**src/rtl/frame_scheduler_pkg.sv**
```systemverilog
// Shared types and widths for the frame scheduler: FSM encoding, plot-port field widths,
// counter widths and default timing parameters.
package frame_scheduler_pkg;

  localparam int unsigned X_W             = 8;
  localparam int unsigned Y_W             = 7;
  localparam int unsigned C_W             = 3;
  localparam int unsigned TICK_W          = 28;
  localparam int unsigned WD_W            = 16;
  localparam int unsigned K_W             = 2;
  localparam int unsigned FC_W            = 16;
  localparam int unsigned DEF_TICK_CYCLES = 3000000;
  localparam int unsigned DEF_WD_CYCLES   = 65535;

  typedef enum logic [2:0] {
    ST_IDLE       = 3'd0,
    ST_WAIT_TICK  = 3'd1,
    ST_TICK       = 3'd2,
    ST_PASS_START = 3'd3,
    ST_PASS_RUN   = 3'd4
  } state_e;

endpackage

```
**src/rtl/frame_scheduler_tick_timer.sv**
```systemverilog
// Game-tick period timer: down counter with reload, expiry strobe, and the pending/overrun
// bookkeeping for ticks that expire while a frame is still rendering.
module frame_scheduler_tick_timer
  import frame_scheduler_pkg::*;
#(
  parameter int unsigned TICK_CYCLES = DEF_TICK_CYCLES
) (
  input  logic clk,
  input  logic reset,
  input  logic en,
  input  logic load,
  input  logic in_wait,
  input  logic take,
  output logic expire_c,
  output logic pending,
  output logic overrun
);

  localparam logic [TICK_W-1:0] RELOAD = TICK_W'(TICK_CYCLES - 1);

  logic [TICK_W-1:0] cnt_q, cnt_d;
  logic              pending_q, pending_d;
  logic              overrun_q, overrun_d;

  always_comb begin
    cnt_d     = cnt_q;
    pending_d = pending_q;
    overrun_d = overrun_q;
    expire_c  = en && (cnt_q == '0);
    if (load || expire_c) begin
      cnt_d = RELOAD;
    end else if (en) begin
      cnt_d = cnt_q - TICK_W'(1);
    end
    if (take) begin
      pending_d = 1'b0;
    end
    // Expiry while a frame is busy is remembered once; further expiries are dropped.
    if (expire_c && !in_wait) begin
      pending_d = 1'b1;
      overrun_d = 1'b1;
    end
  end

  always_ff @(posedge clk) begin
    if (reset) begin
      cnt_q     <= RELOAD;
      pending_q <= 1'b0;
      overrun_q <= 1'b0;
    end else begin
      cnt_q     <= cnt_d;
      pending_q <= pending_d;
      overrun_q <= overrun_d;
    end
  end

  assign pending = pending_q;
  assign overrun = overrun_q;

endmodule

```
**src/rtl/frame_scheduler.sv**
```systemverilog
// Frame sequencer: issues the game tick, then runs each render pass in turn with exclusive
// ownership of the VGA plot port, guarded by a per-pass watchdog.
module frame_scheduler
  import frame_scheduler_pkg::*;
#(
  parameter int unsigned N_PASS      = 3,
  parameter int unsigned TICK_CYCLES = DEF_TICK_CYCLES,
  parameter int unsigned WD_CYCLES   = DEF_WD_CYCLES
) (
  input  logic                  clk,
  input  logic                  reset,
  input  logic                  run,
  output logic                  game_tick,
  output logic [N_PASS-1:0]     pass_start,
  input  logic [N_PASS-1:0]     pass_done,
  output logic [N_PASS-1:0]     grant,
  input  logic [X_W*N_PASS-1:0] req_x,
  input  logic [Y_W*N_PASS-1:0] req_y,
  input  logic [C_W*N_PASS-1:0] req_colour,
  input  logic [N_PASS-1:0]     req_plot,
  output logic [X_W-1:0]        vga_x,
  output logic [Y_W-1:0]        vga_y,
  output logic [C_W-1:0]        vga_colour,
  output logic                  vga_plot,
  output logic                  frame_done,
  output logic [FC_W-1:0]       frame_count,
  output logic                  overrun,
  output logic                  timeout_err
);

  localparam logic [WD_W-1:0] WD_LAST = WD_W'(WD_CYCLES - 1);
  localparam logic [K_W-1:0]  K_LAST  = K_W'(N_PASS - 1);

  state_e            state_q, state_d;
  logic [K_W-1:0]    k_q, k_d;
  logic [WD_W-1:0]   wd_q, wd_d;
  logic              game_tick_q, game_tick_d;
  logic [N_PASS-1:0] pass_start_q, pass_start_d;
  logic [N_PASS-1:0] grant_q, grant_d;
  logic [X_W-1:0]    vga_x_q, vga_x_d;
  logic [Y_W-1:0]    vga_y_q, vga_y_d;
  logic [C_W-1:0]    vga_colour_q, vga_colour_d;
  logic              vga_plot_q, vga_plot_d;
  logic              frame_done_q, frame_done_d;
  logic [FC_W-1:0]   frame_count_q, frame_count_d;
  logic              timeout_q, timeout_d;

  logic tm_load, tm_take, tm_expire_c, tm_pending, tm_overrun;
  logic granted, sel_done, wd_hit;

  frame_scheduler_tick_timer #(
    .TICK_CYCLES(TICK_CYCLES)
  ) u_tick_timer (
    .clk     (clk),
    .reset   (reset),
    .en      (state_q != ST_IDLE),
    .load    (tm_load),
    .in_wait (state_q == ST_WAIT_TICK),
    .take    (tm_take),
    .expire_c(tm_expire_c),
    .pending (tm_pending),
    .overrun (tm_overrun)
  );

  // Current owner's done bit and registered plot mux; x/y/colour hold when nobody owns the port.
  always_comb begin
    granted      = (state_q == ST_PASS_START) || (state_q == ST_PASS_RUN);
    sel_done     = 1'b0;
    vga_x_d      = vga_x_q;
    vga_y_d      = vga_y_q;
    vga_colour_d = vga_colour_q;
    vga_plot_d   = 1'b0;
    for (int i = 0; i < N_PASS; i++) begin
      if (k_q == K_W'(i)) begin
        sel_done = pass_done[i];
        if (granted) begin
          vga_x_d      = req_x[i*X_W +: X_W];
          vga_y_d      = req_y[i*Y_W +: Y_W];
          vga_colour_d = req_colour[i*C_W +: C_W];
          vga_plot_d   = req_plot[i];
        end
      end
    end
  end

  always_comb begin
    state_d       = state_q;
    k_d           = k_q;
    wd_d          = wd_q;
    timeout_d     = timeout_q;
    frame_done_d  = 1'b0;
    frame_count_d = frame_count_q;
    tm_load       = 1'b0;
    tm_take       = 1'b0;
    wd_hit        = 1'b0;
    case (state_q)
      ST_IDLE: begin
        if (run) begin
          state_d = ST_WAIT_TICK;
          tm_load = 1'b1;
        end
      end
      ST_WAIT_TICK: begin
        if (!run) begin
          state_d = ST_IDLE;
        end else if (tm_expire_c || tm_pending) begin
          state_d = ST_TICK;
          tm_take = 1'b1;
        end
      end
      ST_TICK: begin
        k_d     = '0;
        wd_d    = '0;
        state_d = ST_PASS_START;
      end
      ST_PASS_START: begin
        wd_d    = wd_q + WD_W'(1);
        state_d = ST_PASS_RUN;
      end
      ST_PASS_RUN: begin
        wd_d   = wd_q + WD_W'(1);
        wd_hit = (wd_q == WD_LAST);
        if (sel_done || wd_hit) begin
          wd_d = '0;
          if (wd_hit) begin
            timeout_d = 1'b1;
          end
          if (k_q == K_LAST) begin
            state_d       = ST_WAIT_TICK;
            frame_done_d  = 1'b1;
            frame_count_d = frame_count_q + FC_W'(1);
          end else begin
            k_d     = k_q + K_W'(1);
            state_d = ST_PASS_START;
          end
        end
      end
      default: state_d = ST_IDLE;
    endcase

    // Strobes and grant are decoded from the next state so they line up with it.
    game_tick_d  = (state_d == ST_TICK);
    pass_start_d = '0;
    grant_d      = '0;
    for (int i = 0; i < N_PASS; i++) begin
      pass_start_d[i] = (state_d == ST_PASS_START) && (k_d == K_W'(i));
      grant_d[i]      = ((state_d == ST_PASS_START) || (state_d == ST_PASS_RUN)) &&
                        (k_d == K_W'(i));
    end
  end

  always_ff @(posedge clk) begin
    if (reset) begin
      state_q       <= ST_IDLE;
      k_q           <= '0;
      wd_q          <= '0;
      game_tick_q   <= 1'b0;
      pass_start_q  <= '0;
      grant_q       <= '0;
      vga_x_q       <= '0;
      vga_y_q       <= '0;
      vga_colour_q  <= '0;
      vga_plot_q    <= 1'b0;
      frame_done_q  <= 1'b0;
      frame_count_q <= '0;
      timeout_q     <= 1'b0;
    end else begin
      state_q       <= state_d;
      k_q           <= k_d;
      wd_q          <= wd_d;
      game_tick_q   <= game_tick_d;
      pass_start_q  <= pass_start_d;
      grant_q       <= grant_d;
      vga_x_q       <= vga_x_d;
      vga_y_q       <= vga_y_d;
      vga_colour_q  <= vga_colour_d;
      vga_plot_q    <= vga_plot_d;
      frame_done_q  <= frame_done_d;
      frame_count_q <= frame_count_d;
      timeout_q     <= timeout_d;
    end
  end

  assign game_tick   = game_tick_q;
  assign pass_start  = pass_start_q;
  assign grant       = grant_q;
  assign vga_x       = vga_x_q;
  assign vga_y       = vga_y_q;
  assign vga_colour  = vga_colour_q;
  assign vga_plot    = vga_plot_q;
  assign frame_done  = frame_done_q;
  assign frame_count = frame_count_q;
  assign overrun     = tm_overrun;
  assign timeout_err = timeout_q;

endmodule

```
**config.mk**
```make
export PLATFORM = sky130hd
export DESIGN_NAME = frame_scheduler
export DESIGN_NICKNAME = d
export VERILOG_FILES = /design/src/rtl/frame_scheduler_pkg.sv /design/src/rtl/frame_scheduler_tick_timer.sv /design/src/rtl/frame_scheduler.sv
export SDC_FILE = /design/constraint.sdc
export NUM_CORES = 1
export LEC_CHECK = 0
export BUFFER_PORTS_ARGS = -buffer_cell sky130_fd_sc_hd__buf_2
export CORE_MARGIN = 2
export CORE_UTILIZATION = 54
export DETAILED_ROUTE_END_ITERATION = 8
export PLACE_DENSITY_LB_ADDON = 0.3
export SLEW_MARGIN = 40
export SYNTH_ARGS = -nofsm -noshare
export SYNTH_HDL_FRONTEND = slang
export SYNTH_SLANG_ARGS = --single-unit
export TNS_END_PERCENT = 5
```
**constraint.sdc**
```tcl
create_clock -name clk -period 3 [get_ports clk]
set_clock_uncertainty 0.05 [all_clocks]
set_input_delay 0.15 -clock clk [delete_from_list [all_inputs] [get_ports clk]]
set_output_delay 0.15 -clock clk [all_outputs]
set_load 0.01 [all_outputs]
```
==> results of run 1 <==
[synth_stat cells (2+ instances only)]
master / n / share of area
nand3_1: 60 / 0.063
nor4_1: 10 / 0.013
or3_1: 9 / 0.012
mux2_1: 2 / 0.0047
nor2_1: 62 / 0.049
nand4_1: 16 / 0.021
a32o_1: 18 / 0.038
and3b_1: 2 / 0.0037
nand3b_1: 3 / 0.0047
nand4b_1: 3 / 0.0055
xor2_1: 29 / 0.053
a2bb2oi_1: 2 / 0.0037
o211ai_1: 2 / 0.0032
xnor2_1: 11 / 0.020
and4_1: 3 / 0.0055
or4_1: 11 / 0.017
clkbuf_1: 20 / 0.016
dfxtp_1: 95 / 0.40
o21ai_0: 12 / 0.013
o221ai_1: 2 / 0.0037
and3_1: 3 / 0.0039
o21a_1: 3 / 0.0047
o21ai_1: 3 / 0.0032
nand2b_1: 4 / 0.0053
a21o_1: 3 / 0.0047
or2_2: 19 / 0.025
nand2_1: 55 / 0.043
a21oi_1: 23 / 0.024
buf_2: 6 / 0.0063
nor3_1: 24 / 0.025
buf_1: 2 / 0.0016
nor2b_1: 2 / 0.0026
inv_1: 12 / 0.0095
ha_1: 9 / 0.024
o31ai_1: 6 / 0.0095
a211oi_1: 3 / 0.0047
[critical path: stages (launching register included)]
cell and delay [ns]:
dfxtp_1 0.37, inv_1 0.13, ha_1 0.39, a21o_1 0.18, a2bb2oi_1 0.30, o211ai_2 0.29, nor4_1 0.42, mux2_1 0.36
[path summary, 6_finish.rpt]
check	slack, ns	cells past startpoint	endpoint
setup reg to reg	0.40	7	frame_count[14]
setup / recovery	0.40	7	frame_count[14]
hold reg to reg	0.43	2	u_tick_timer.cnt_q[4]
hold / removal	0.07	3	vga_y[4]
[final cells by class]
cell class,count,area (sq um)
clock inverter,6,115
tap,108,135
timing repair buffer,137,806
multi-input combinational,437,2700
inverter,12,45.0
sequential,95,1900
clock buffer,10,138
fill,698,2800
[flip-flops by register name (all words and copies together), names as in the netlist]
register	cells
k_q	2
vga_plot	1
game_tick	1
state_q	3
u_tick_timer.cnt_q	28
wd_q	16
grant	3
vga_colour	3
pass_start	3
u_tick_timer.pending	1
vga_y	7
frame_done	1
u_tick_timer.overrun	1
frame_count	16
timeout_err	1
vga_x	8
[cell usage in the layout (no fill, tap or decap), drive strengths merged, types with 4 or more instances in the layout]
| master | netlist | routed |
|---|---|---|
| a21oi | 23 | 23 |
| a32o | 18 | 18 |
| buf | 9 | 119 |
| clkbuf | 20 | 10 |
| dfxtp | 95 | 95 |
| dlygate4sd3 | 0 | 18 |
| ha | 9 | 9 |
| inv | 12 | 13 |
| nand2 | 55 | 55 |
| nand2b | 4 | 4 |
| nand3 | 60 | 60 |
| nand4 | 18 | 18 |
| nor2 | 62 | 62 |
| nor3 | 25 | 25 |
| nor4 | 11 | 11 |
| o21ai | 15 | 15 |
| o31ai | 6 | 6 |
| or2 | 19 | 19 |
| or3 | 9 | 9 |
| or4 | 11 | 11 |
| xnor2 | 11 | 11 |
| xor2 | 29 | 29 |
[per-layer routing]
layer,share of wire,up-vias,track usage
li1,-,2308,-
met1,0.44,2173,0.335
met2,0.48,163,0.436
met3,0.058,24,0.0336
met4,0.024,0,0.107
met5,0,-,0
[kinds of logic (layout without fill, tap and decap cells)]
logic type | Yosys count | count (layout) | synth area share
DFF | 95 | 95 | 0.399
muxes | 3 | 3 | 0.00683
buffers and inverters | 41 | 165 | 0.0355
AOI/OAI and AO/OA | 90 | 90 | 0.136
xor gates and xnor gates | 40 | 40 | 0.0736
adders and majority gates | 9 | 9 | 0.0237
and+or+nand+nor | 295 | 295 | 0.325
[metrics by stage]
stage / power, W / setup WS, ns / std cells
5_1_grt: 0.00250 / 0.212 / 805
2_1_floorplan: 0.00134 / 0.546 / 573
4_1_cts: 0.00244 / 0.418 / 805
6_report: 0.00242 / 0.398 / 805
3_5_place_dp: 0.00139 / 0.444 / 771
3_3_place_gp: 0.00139 / 0.591 / 771
[power by group]
part,internal [W],switching [W]
Combinational,0.0000576,0.0000581
Clock,0.000581,0.000459
Sequential,0.00126,0.00000522
[timing repair]
| action | CTS | global route |
|---|---|---|
| endpoints found under the hold margin | 18 | 0 |
| endpoints found under the setup margin | 0 | 0 |
| hold buffers | 18 | 0 |
| resized for setup | 0 | 0 |
==> flow_metrics.env, run 1 <==
export IMPL_worst_setup_path_start_kind="flip-flop"
export IMPL_core_area_sq_mm=0.00864
export IMPL_slew_headroom=0.510
export IMPL_synthToLayoutAreaGrowth_pct=22.6
export IMPL_antenna_cells=0
export IMPL_finalHoldViolCount=0
export IMPL_crit_fanout=13
export IMPL_portBuffers=107
export IMPL_synth_cells=573
export IMPL_clkSinkCount=95
export IMPL_cts_made_buffers=9
export IMPL_synth_cell_types=60
export IMPL_post_route_util=0.676
export IMPL_grt_pass1_wl_um=20800
export IMPL_track_usage=0.259
export IMPL_power_density_mw_per_mm2=415
export IMPL_period_share=0.867
export IMPL_max_freq_ghz=0.384
export IMPL_post_cts_setup_buffer_count=0
export IMPL_wirelength_um=12300
export IMPL_synth_flop_cell="dfxtp_1"
export IMPL_cp_end_kind="flip-flop"
export IMPL_irDropWorstVdd_v=0.000240
export IMPL_clk_pin_slew_ns=0.10
export IMPL_async_reset_ff_frac=0
export IMPL_cts_root_buffer="clkbuf_8"
export IMPL_hold_class="in2reg"
export IMPL_fin_crit_ns=2.60
export IMPL_tns_ns=0
export IMPL_tritoncts="done"
export IMPL_dp_hpwl_um=8630
export IMPL_htreeDepth=3
export IMPL_synth_seq_cells=95
export IMPL_seq_area_frac_synth=0.399
export IMPL_drive_above_1_share=0.237
export IMPL_reg2reg_from="k_q[0]"
export IMPL_outcome="complete, no violations"
export IMPL_dpl_cell_area_sq_mm=0.00540
export IMPL_finalSetupViolCount=0
export IMPL_vias=4668
export IMPL_avgSynthCellArea_sq_um=8.31
export IMPL_worstMarginPinSlew_ns=0.729
export IMPL_drc=0
export IMPL_ant_nets=0
export IMPL_gp_congestion=0.931
export IMPL_antenna_found_initial=0
export IMPL_fin_area_sq_mm=0.00584
export IMPL_worstSetupPathType="reg2reg"
export IMPL_firstDrtPassIters=5
export IMPL_rows=34
export IMPL_crit_required_ns=3.20
export IMPL_synthesis_area_sq_mm=0.00476
export IMPL_hold_ws_ns=0.0680
export IMPL_die_h_um=97.9
export IMPL_clk_latency_ns=0.37
export IMPL_ys_warn_count=0
export IMPL_min_delay_start="req_y[11]"
export IMPL_grt_pass1_vias=4484
export IMPL_wl_per_cell_um=15.3
export IMPL_cts_max_path_buffers=2
export IMPL_syn_num_nets=645
export IMPL_viasPerCell=5.80
export IMPL_leakage_nw=2.36
export IMPL_die_area_sq_mm=0.00958
export IMPL_arrival_ns=2.80
export IMPL_synth_edff_count=0
export IMPL_startpoint="k_q[0]"
export IMPL_rsz0062_at_grt="no"
export IMPL_num_io_pins=108
export IMPL_grt_max_degree=42
export IMPL_drv_cap=0
export IMPL_drtIter0Drc=223
export IMPL_slew_viol_final=0
export IMPL_layout_nets=764
export IMPL_die_w_um=97.9
export IMPL_initial_utilization=0.551
export IMPL_grt_overflow=0
Power figures use the tool's default switching activity.
==> run 2, diff against run 1 <==
--- a/config.mk
+++ b/config.mk
@@ -7,7 +7,7 @@
 export LEC_CHECK = 0
 export BUFFER_PORTS_ARGS = -buffer_cell sky130_fd_sc_hd__buf_2
 export CORE_MARGIN = 2
-export CORE_UTILIZATION = 54
+export CORE_UTILIZATION = 25
 export DETAILED_ROUTE_END_ITERATION = 8
 export PLACE_DENSITY_LB_ADDON = 0.3
 export SLEW_MARGIN = 40
==> run 2 against run 1 <==
Effect of this change: power rose by 12%; first-iteration DRC count is 17% lower; critical path depth grew 1; final cell count is 16% higher; largest cell class unchanged.
==> flow_metrics.env, run 2 (synthesis gave the netlist of run 1 again) <==
export IMPL_top_register="u_tick_timer.cnt_q"
export IMPL_rrSetupSlack_ns=0.49
export IMPL_netSwitchingFraction=0.205
export IMPL_hold_class="in2reg"
export IMPL_firstDrtPassIters=4
export IMPL_ant_nets=0
export IMPL_crit_fanout=11
export IMPL_cp_depth=8
export IMPL_leakage_nw=2.42
export IMPL_worstMarginPinSlew_ns=0.740
export IMPL_layout_nets=766
export IMPL_worstSetupPathType="reg2reg"
export IMPL_crit_chain="inv_1 > ha_1 > a21o_1 > a2bb2oi_1 > buf_4 > o21ai_1 > or4_1 > a21oi_1"
export IMPL_grt_pass1_vias=4104
export IMPL_grt_overflow=0
export IMPL_fill_cells=1969
export IMPL_track_usage=0.124
export IMPL_rows=50
export IMPL_layout_common_cells="buf_2, dfxtp_1, nor2_1, nand3_1, nand2_1"
export IMPL_cts_root_buffer="clkbuf_16"
export IMPL_slew_headroom=0.507
export IMPL_wl_per_cell_um=13.6
export IMPL_power_density_mw_per_mm2=446
export IMPL_reg2reg_to="frame_count[15]"
export IMPL_period_share=0.838
export IMPL_antenna_cells=0
export IMPL_dpl_cell_area_sq_mm=0.00558
export IMPL_tritoncts="done"
export IMPL_synthToLayoutAreaGrowth_pct=28.2
export IMPL_mostFrequentLayoutCell="buf_2"
export IMPL_grt_max_degree=42
export IMPL_dp_hpwl_um=9070
export IMPL_viasPerCell=4.81
export IMPL_crit_buf_inv=2
export IMPL_max_stage_delay_ns=0.54
export IMPL_clk_pin_slew_ns=0.07
export IMPL_sequentialPowerShare=0.466
export IMPL_rr_worst_depth=8
export IMPL_vias=4486
export IMPL_cp_end_kind="flip-flop"
export IMPL_drv_cap=0
export IMPL_initial_utilization=0.255
export IMPL_crit_path_top_delay_cell="or4_1"
export IMPL_cts_made_buffers=9
export IMPL_max_freq_ghz=0.398
export IMPL_slew_viol_final=0
export IMPL_tns_ns=0
export IMPL_drive_above_1_share=0.237
export IMPL_post_route_util=0.326
export IMPL_clkSinkCount=95
export IMPL_gp_congestion=0.758
export IMPL_rsz0062_at_grt="no"
export IMPL_core_area_sq_mm=0.0187
export IMPL_outcome="complete, no violations"
export IMPL_portBuffers=107
export IMPL_p_comb_frac=0.043
export IMPL_antenna_found_initial=1
export IMPL_clk_latency_ns=0.35
export IMPL_finalSetupViolCount=0
export IMPL_die_h_um=142
export IMPL_p_sw_w=0.000558
export IMPL_clock_power_share=0.491
export IMPL_wirelength_um=12600
export IMPL_grt_pass1_wl_um=20200
export IMPL_die_area_sq_mm=0.0202
export IMPL_arrival_ns=2.74
export IMPL_irDropWorstVdd_v=0.000279
export IMPL_cp_top_family="compound AO/OA/AOI/OAI gates"
export IMPL_p_int_w=0.00216
export IMPL_crit_required_ns=3.22
export IMPL_fin_area_sq_mm=0.00610
export IMPL_num_io_pins=108
export IMPL_hold_depth=3
export IMPL_post_cts_resized=0
export IMPL_drc=0
export IMPL_drtIter0Drc=185
export IMPL_cts_max_path_buffers=2
export IMPL_largest_reg_flops=28
export IMPL_htreeDepth=3
export IMPL_min_delay_start="run"
export IMPL_worst_setup_path_start_kind="flip-flop"
export IMPL_finalHoldViolCount=0
export IMPL_finalPower_w=0.00272
export IMPL_holdPathEnd="state_q[0]"
export IMPL_die_w_um=142
export IMPL_fin_crit_ns=2.51
export IMPL_reg2reg_from="k_q[0]"
==> run 2: cell types whose count changed in the layout (fill, tap and decap cells not counted) <==
cell and change:
clkbuf_16 +9, clkinvlp_4 -1, clkinv_2 +1, buf_4 +2, clkinv_4 -1, clkbuf_8 -9, clkbuf_1 +1
==> run 2: layer usage <==
layer  vias up  GRT usage  share of wire  wire, um
li1       2316          -              -         -
met1      2048      0.157           0.49      6140
met2       105      0.204           0.45      5680
met3        15     0.0289          0.049       619
met4         2     0.0474          0.016       197
met5         -          0         0.0010        13
==> run 2: per-stage QoR <==
| step | instances | hold slack (ns) | setup WS (ns) |
|---|---|---|---|
| after CTS | 933 | 0.0543 | 0.472 |
| after detailed placement | 899 | 0.316 | 0.500 |
| after floorplan | 573 | 0.226 | 0.546 |
| final | 933 | 0.0776 | 0.487 |
| after global routing | 933 | 0.0772 | 0.247 |
| after global placement | 899 | 0.318 | 0.519 |
==> run 2: power groups by stage <==
stage                      logic, W  registers (W)  clock network, W
after floorplan           0.0000434        0.00129                 0
after global placement    0.0000990        0.00130                 0
after detailed placement  0.0000985        0.00130                 0
after CTS                  0.000117        0.00127           0.00139
after global routing       0.000128        0.00127           0.00144
final                      0.000116        0.00127           0.00134
==> run 2: how the worst max path moves through the flow <==
stage                start         endpoint  slack (ns)
finish              k_q[0]  frame_count[15]        0.49
global route        k_q[0]  frame_count[14]        0.25
CTS                 k_q[0]  frame_count[15]        0.47
detailed placement  k_q[0]  frame_count[15]        0.50
global placement    k_q[0]  frame_count[15]        0.52
floorplan           k_q[1]  frame_count[12]        0.55
==> run 2: tightest hold or removal path: stages <==
cell	delay, ns
buf_2	0.13
nand3_1	0.07
o32ai_1	0.07
==> run 2: final cells by class <==
| cell class | instances | area (sq um) | area share |
|---|---|---|---|
| Inverter | 12 | 45.0 | 0.00738 |
| Clock buffer | 11 | 243 | 0.0398 |
| Tap cell | 234 | 293 | 0.0480 |
| Sequential cell | 95 | 1900 | 0.312 |
| Clock inverter | 5 | 104 | 0.0170 |
| Multi-Input combinational cell | 437 | 2700 | 0.442 |
| Timing Repair Buffer | 139 | 821 | 0.135 |
==> run 2: what timing repair did <==
item | CTS | global route
hold buffers | 18 | 0
hold endpoints to repair | 18 | 0
setup buffers | 0 | 0
==> run 3, diff against run 2 <==
==> constraint.sdc (replaced) <==
create_clock -name clk -period 2.1 [get_ports clk]
set_clock_uncertainty 0.05 [all_clocks]
set_input_delay 0.105 -clock clk [delete_from_list [all_inputs] [get_ports clk]]
set_output_delay 0.105 -clock clk [all_outputs]
set_load 0.01 [all_outputs]
==> run 3 against run 2 <==
Effect of this change: count of clock-buffer cells in the layout shrank 1; sequential power grew 43%; first-iteration DRC count grew 19%; sequential share of layout area shrank 2.3 points; flip-flop and latch count is the same; clock power grew 19%; combinational power grew 74%; register-to-register slack lost 0.40 ns; critical endpoint is now grant[0]; largest power group is now sequential cells.
==> flow_metrics.env, run 3 (synthesis gave the netlist of run 1 again) <==
export IMPL_outcome="complete, no violations"
export IMPL_firstDrtPassIters=5
export IMPL_vias=4679
export IMPL_reg2reg_from="wd_q[0]"
export IMPL_layout_common_cells="buf_2, dfxtp_1, nor2_1, nand3_1, buf_4"
export IMPL_grt_pass1_vias=4405
export IMPL_cts_root_buffer="clkbuf_16"
export IMPL_worstMarginPinSlew_ns=0.642
export IMPL_rrSetupSlack_ns=0.09
export IMPL_core_area_sq_mm=0.0187
export IMPL_min_delay_start="run"
export IMPL_power_density_mw_per_mm2=546
export IMPL_drive_above_1_share=0.313
export IMPL_num_io_pins=108
export IMPL_dp_hpwl_um=9470
export IMPL_rsz0062_at_grt="yes"
export IMPL_fin_crit_ns=2.01
export IMPL_layout_nets=817
export IMPL_tritoncts="done"
export IMPL_cts_max_path_buffers=2
export IMPL_drc=0
export IMPL_htreeDepth=3
export IMPL_wirelength_um=13200
export IMPL_holdPathEnd="state_q[0]"
export IMPL_final_cells=985
export IMPL_period_share=0.958
export IMPL_largest_reg_flops=28
export IMPL_wl_per_cell_um=13.4
export IMPL_hold_class="in2reg"
export IMPL_worstSetupPathType="reg2reg"
export IMPL_cp_end_kind="flip-flop"
export IMPL_grt_max_degree=37
export IMPL_clk_pin_slew_ns=0.07
export IMPL_die_h_um=142
export IMPL_max_freq_ghz=0.497
export IMPL_antenna_found_initial=0
export IMPL_clk_latency_ns=0.35
export IMPL_grt_pass1_wl_um=21200
export IMPL_rr_worst_depth=9
export IMPL_reg2reg_to="grant[0]"
export IMPL_drtIter0Drc=220
export IMPL_leakage_nw=2.67
export IMPL_portBuffers=107
export IMPL_slew_headroom=0.572
export IMPL_drv_cap=0
export IMPL_hold_depth=3
export IMPL_synthToLayoutAreaGrowth_pct=38.4
export IMPL_ant_nets=0
export IMPL_rows=50
export IMPL_top_register="u_tick_timer.cnt_q"
export IMPL_crit_required_ns=2.32
export IMPL_gp_congestion=0.774
export IMPL_dpl_cell_area_sq_mm=0.00604
export IMPL_initial_utilization=0.255
export IMPL_irDropWorstVdd_v=0.000376
export IMPL_cts_made_buffers=9
export IMPL_viasPerCell=4.75
export IMPL_die_w_um=142
export IMPL_finalHoldViolCount=0
export IMPL_startpoint="wd_q[0]"
export IMPL_fin_area_sq_mm=0.00659
export IMPL_finalSetupViolCount=0
export IMPL_grt_overflow=0
export IMPL_place_inst=948
export IMPL_die_area_sq_mm=0.0202
export IMPL_crit_fanout=3
export IMPL_worst_setup_path_start_kind="flip-flop"
export IMPL_clkSinkCount=95
export IMPL_mostFrequentLayoutCell="buf_2"
export IMPL_slew_viol_final=0
export IMPL_track_usage=0.129
export IMPL_arrival_ns=2.23
[run 3: cell count changes in the layout (fill, tap and decap cells not counted), moves of 3 or more]
cell,delta
nor4_1,-3
nor4_2,+3
bufinv_16,-3
buf_12,+5
buf_4,+45
[run 3: how the worst max path moves through the flow]
stage	to	cells past startpoint
6_report	grant[0]	9
5_1_grt	grant[0]	9
4_1_cts	grant[2]	8
3_5_place_dp	grant[2]	8
3_3_place_gp	grant[2]	8
2_1_floorplan	frame_count[14]	6
[run 3: critical path, cell delays in order, from the launching register on]
cell and delay, ns:
dfxtp_1 0.31, inv_1 0.09, ha_1 0.14, nand4_1 0.15, or4_1 0.52, buf_4 0.18, nand4_1 0.11, buf_4 0.12
nand4_1 0.12, nor3_1 0.15
[run 3: metrics by stage]
step	setup slack (ns)	power [W]	TNS, ns	hold slack (ns)	utilization
global route	-0.0477	0.00374	-0.468	0.0273	0.352
floorplan	-0.0559	0.00191	-0.112	0.181	-
CTS	-0.0371	0.00366	-0.0371	0.00844	0.349
detailed placement	-0.110	0.00202	-0.271	0.268	0.323
global placement	-0.00739	0.00202	-0.00739	0.271	0.323
finish	0.0874	0.00360	0	0.0247	0.352
[run 3: timing repair]
action | CTS | global route
hold buffers | 19 | 0
endpoints found under the setup margin | 13 | 25
hold endpoints to repair | 19 | 0
pin swaps | 1 | 4
gates resized for setup | 4 | 13
setup buffers | 0 | 1
[run 3: final cells by class]
cell class,instances,area [sq um]
multi-input combinational,437,2800
fill,1919,12100
sequential,95,1900
timing repair buffer,190,1270
tap,234,293
inverter,12,45.0
antenna,1,2.50
clock buffer,10,239
clock inverter,6,43.8
[run 3: power breakdown]
| part | internal [W] | total, W | switching, W |
|---|---|---|---|
| registers | 0.00180 | 0.00181 | 0.00000279 |
| clock network | 0.000843 | 0.00159 | 0.000748 |
| logic | 0.000106 | 0.000202 | 0.0000954 |
| total | 0.00275 | 0.00360 | 0.000846 |
[run 3: metal layers]
layer / global-route usage / wire [um] / vias to the layer above
met2: 0.203 / 5670 / 112
met3: 0.0266 / 669 / 11
met4: 0.0458 / 180 / 0
met1: 0.177 / 6670 / 2135
met5: 0 / 0 / -
li1: - / - / 2421
